$ cat src/rtl/stopwatch_display_core.sv
`timescale 1ns/1ps
// stopwatch_display_core: MM:SS stopwatch with run/pause/adjust modes and a
// multiplexed common-anode 4-digit seven-segment driver, all in master_clk.
module stopwatch_display_core (
    input  logic       master_clk,
    input  logic       reset,
    input  logic       one_hertz,
    input  logic       two_hertz,
    input  logic       fast_hertz,
    input  logic       blink_hertz,
    input  logic       pause_pulse,
    input  logic       adj,
    input  logic       sel,
    output logic [6:0] seg,
    output logic [3:0] an,
    output logic       running
);
    logic       prev_one, prev_two, prev_fast;
    logic       tick_one, tick_two, tick_fast;
    logic       run_flag, inc_run, inc_adj, blank;
    logic [7:0] secs, mins;
    logic [1:0] idx;
    logic [3:0] digit, an_next;
    logic [6:0] seg_next;

    // BCD two-digit increment wrapping 59 -> 00
    function automatic logic [7:0] bump(input logic [7:0] v);
        return v[3:0] == 4'd9 ? (v[7:4] == 4'd5 ? 8'h00 : {v[7:4] + 4'd1, 4'd0})
                              : {v[7:4], v[3:0] + 4'd1};
    endfunction

    assign tick_one  = one_hertz & ~prev_one;
    assign tick_two  = two_hertz & ~prev_two;
    assign tick_fast = fast_hertz & ~prev_fast;
    assign inc_run   = tick_one & run_flag & ~adj;
    assign inc_adj   = tick_two & adj;
    assign running   = run_flag;

    always_comb begin
        digit   = idx == 2'd0 ? secs[3:0] : idx == 2'd1 ? secs[7:4] :
                  idx == 2'd2 ? mins[3:0] : mins[7:4];
        blank   = adj & blink_hertz & (idx[1] ^ sel);
        an_next = blank ? 4'hF : ~(4'b0001 << idx);
        case (digit)
            4'd0:    seg_next = 7'h40;
            4'd1:    seg_next = 7'h79;
            4'd2:    seg_next = 7'h24;
            4'd3:    seg_next = 7'h30;
            4'd4:    seg_next = 7'h19;
            4'd5:    seg_next = 7'h12;
            4'd6:    seg_next = 7'h02;
            4'd7:    seg_next = 7'h78;
            4'd8:    seg_next = 7'h00;
            4'd9:    seg_next = 7'h10;
            default: seg_next = 7'h7F;
        endcase
    end

    always_ff @(posedge master_clk or posedge reset) begin
        if (reset) begin
            prev_one  <= 1'b0;
            prev_two  <= 1'b0;
            prev_fast <= 1'b0;
            run_flag  <= 1'b0;
            idx       <= 2'd0;
            secs      <= 8'h00;
            mins      <= 8'h00;
            seg       <= 7'h7F;
            an        <= 4'hF;
        end else begin
            prev_one  <= one_hertz;
            prev_two  <= two_hertz;
            prev_fast <= fast_hertz;
            run_flag  <= run_flag ^ pause_pulse;
            idx       <= idx + {1'b0, tick_fast};
            if (inc_run) begin
                secs <= bump(secs);
                if (secs == 8'h59)
                    mins <= bump(mins);
            end else if (inc_adj && sel)
                secs <= bump(secs);
            else if (inc_adj)
                mins <= bump(mins);
            seg <= seg_next;
            an  <= an_next;
        end
    end
endmodule

$ cat config.mk
export PLATFORM = sky130hd
export DESIGN_NAME = stopwatch_display_core
export DESIGN_NICKNAME = d
export VERILOG_FILES = /design/src/rtl/stopwatch_display_core.sv
export SDC_FILE = /design/constraint.sdc
export NUM_CORES = 1
export LEC_CHECK = 0
export CORE_UTILIZATION = 40
export DETAILED_ROUTE_END_ITERATION = 8
export SLEW_MARGIN = 10
export SYNTH_ARGS = -nofsm -noshare
export SYNTH_HDL_FRONTEND = slang
export SYNTH_SLANG_ARGS = --single-unit
$ cat constraint.sdc
create_clock -name master_clk -period 1.6 [get_ports master_clk]
set_input_delay 0.32 -clock master_clk [delete_from_list [all_inputs] [get_ports master_clk]]
set_output_delay 0.32 -clock master_clk [all_outputs]
set_load 0.03 [all_outputs]
==> results.yml <==
setup_path:
  worst-setup-path-type: "input pin to register"
  cp-end-kind: "register"
  worstPathRequired_ns: 1.77
  critical_path_arrival_ns: 1.82
  path_max_fanout: 5
  startpoint_type: "input pin"
finish:
  n_fill_cell: 321
  drive_gt1_share_pct: 39.6
  final_nets: 192
  final_cell_mix: "dfrtp_1 (20), buf_4 (20), dlygate4sd2_1 (13)"
  stdcell_count: 230
  syn2layout_area_growth_pct: 38.6
  insertedDiodeCount: 0
placement:
  numPortBuffers: 20
  hpwl_um: 2250
  place_congestion: 0.758
  dpl_worst_slack_ns: -0.375
  dp.cells: 216
routing:
  drtPass1Iterations: 4
  drtIter0Drc: 20
  totalWireLength_um: 3030
  wl_per_cell_um: 13.2
  dr_total_vias: 1141
  via_per_inst: 4.96
  drc: 0
  antenna_left: 0
clock_network:
  cts_max_path_buffers: 2
  clock_sinks: 33
  clk_pin_slew_worst_paths_ns: 0.07
  ctsHoldBuffers: 0
  root_buffer: "clkbuf_8"
  worstSkewPairLatency_ns: 0.29
  numCtsBuffers: 5
  cts_tree: "yes"
  htree_levels: 2
timing:
  clock-skew-final_ns: 0.00473
  finalSetupViolations: 5
  worst_pin_slew_ns: 0.306
  min_period_ns: 1.64
  hold_viol: 0
  rsz0062_at_grt: "yes"
  drv_slew: 0
  holdWs_ns: 0.379
  setup_ws_ns: -0.0432
  max_freq_mhz: 609
  relSlewSlack_pct: 79.7
  finalCritPeriodShare_pct: 103
synth:
  synth.avg_cell_area_sq_um: 12.0
  yosysTopAreaCell: "dfrtp_1"
  synth-seq-area-share_pct: 53.3
  synth_cell_type_count: 39
  ys_warn_count: 0
  synth_fp_nets: 142
  synthesis.area_sq_um: 1580
  synthDominantCellAreaShare_pct: 34.9
  netlist_instances: 131
  synth-seq-cells: 33
  synth_area_leaders: "dfrtp_1 (35%), dfstp_2 (18%), mux4_2 (5.7%)"
power:
  powerDensity_nw_per_um2: 2040
  total_power_w: 0.00444
  p_leak_nw: 0.962
  vdd_drop_max_v: 0.000650
die:
  dieArea_sq_um: 4190
  die_w_um: 64.8
  io_pins: 21
  initial_core_util_pct: 42.4
  die_h_um: 64.8
  num_rows: 22
  core_area_sq_um: 3720
global_routing:
  antenna_found_initial: 0
  overflow: 0
  grt_pass1_vias: 1176
  grt_max_degree: 34
  grt_first_pass_wirelength_um: 5280
  grt_usage_pct: 17.3
outcome:
  status: "finished, violations left"
  violations: "setup timing"
run:
  maxCapViolCount: 0
worst_hold_path:
  hold_path.class: "input pin to asynchronous set/reset pin"
[cell type report]
class | count | area (sq um) | share of cell area, %
flip-flops and latches | 33 | 842 | 38.6
multi-input cells | 86 | 743 | 34.0
repair buffers | 45 | 399 | 18.3
clock buffers | 7 | 96.3 | 4.41
well taps | 48 | 60.1 | 2.75
inverters | 10 | 37.5 | 1.72
clock inverters | 1 | 5.00 | 0.229
[synth_stat cells]
| master | instances |
|---|---|
| o21ai_2 | 2 |
| nor2b_1 | 3 |
| and2b_1 | 1 |
| nor4b_2 | 1 |
| nand2b_1 | 1 |
| a21boi_4 | 1 |
| and4bb_1 | 1 |
| ha_1 | 2 |
| a21oi_2 | 1 |
| a21oi_1 | 5 |
| a21o_1 | 1 |
| buf_6 | 1 |
| buf_2 | 1 |
| nand3_1 | 2 |
| a22o_1 | 2 |
| mux2_2 | 4 |
| nand2_1 | 10 |
| and4bb_2 | 1 |
| o211ai_1 | 2 |
| o21ai_0 | 8 |
| nor2_4 | 1 |
| a31oi_1 | 1 |
| inv_1 | 10 |
| mux4_2 | 4 |
| o311ai_1 | 1 |
| dfstp_2 | 11 |
| xnor2_1 | 5 |
| o21a_1 | 2 |
| nand4b_1 | 2 |
| and2_4 | 1 |
| nand3b_1 | 2 |
| dfrtp_1 | 22 |
| nand4_1 | 1 |
| nor2_1 | 10 |
| o21ai_1 | 2 |
| a41o_2 | 1 |
| nand4_4 | 1 |
| nor3b_2 | 1 |
| xor2_1 | 3 |
[metrics by stage]
stage | utilization, % | area, sq um | setup TNS, ns
floorplan | - | 1580 | 0
global route | 58.8 | 2180 | -0.586
detailed placement | 53.2 | 1980 | -4.52
global placement | 53.2 | 1980 | -3.59
CTS | 57.3 | 2130 | -0.0632
finish | 58.8 | 2180 | -0.142
[kinds of logic after synthesis]
kind of cell,Yosys count,synth area share [%]
buffers and inverters,12,3.42
flip-flops,33,53.3
XOR/XNOR,8,4.45
AND/OR/NAND/NOR,39,15.9
AO/OA/AOI/OAI,29,12.8
multiplexers,8,8.58
adder cells (fa/ha/maj),2,1.59
[report_power, final]
group | leakage (nW) | internal [W] | total (W) | switching (W)
sequential | 0.379 | 0.00126 | 0.00147 | 0.000205
clock | 0.0542 | 0.000388 | 0.000678 | 0.000290
combinational | 0.528 | 0.00109 | 0.00230 | 0.00121
[critical path, stage by stage]
cell,delay (ns)
clkdlybuf4s50_1,0.48
and4bb_2,0.28
nand4_4,0.14
a21boi_4,0.27
mux2_4,0.32
[sequential cells by signal, indices dropped and copies added (netlist names)]
| signal | count |
|---|---|
| an | 4 |
| idx | 2 |
| mins | 8 |
| prev_fast | 1 |
| prev_one | 1 |
| prev_two | 1 |
| running | 1 |
| secs | 8 |
| seg | 7 |
[layer usage]
layer	wire, um	GRT usage, %	share of wire, %	up-vias
li1	-	-	-	562
met4	61	8.61	2.0	0
met3	84	6.34	2.8	5
met1	1340	20.0	44	562
met2	1550	28.1	51	12
met5	0	0	0	-
[path summary, 6_finish.rpt]
check / start / end / slack [ns] / cells past startpoint
worst max-delay path: one_hertz / mins[1]$_DFFE_PP0P_ / -0.04 / 5
worst min-delay path: reset / secs[2]$_DFFE_PP0P_ / 0.38 / 3
worst max register to register: secs[1]$_DFFE_PP0P_ / seg[3]$_DFF_PP1_ / -0.02 / 7
worst min register to register: running$_DFF_PP0_ / running$_DFF_PP0_ / 0.49 / 1
max in group asynchronous: reset / seg[1]$_DFF_PP1_ / 0.99 / 3
min in group master_clk: running$_DFF_PP0_ / running$_DFF_PP0_ / 0.49 / 1
[what timing repair did]
action,in CTS,in global routing
resized for setup,24,11
setup buffers,4,2
setup endpoints to repair,23,17
pin swaps,8,9
No activity file was read; power rests on OpenSTA's default activity.
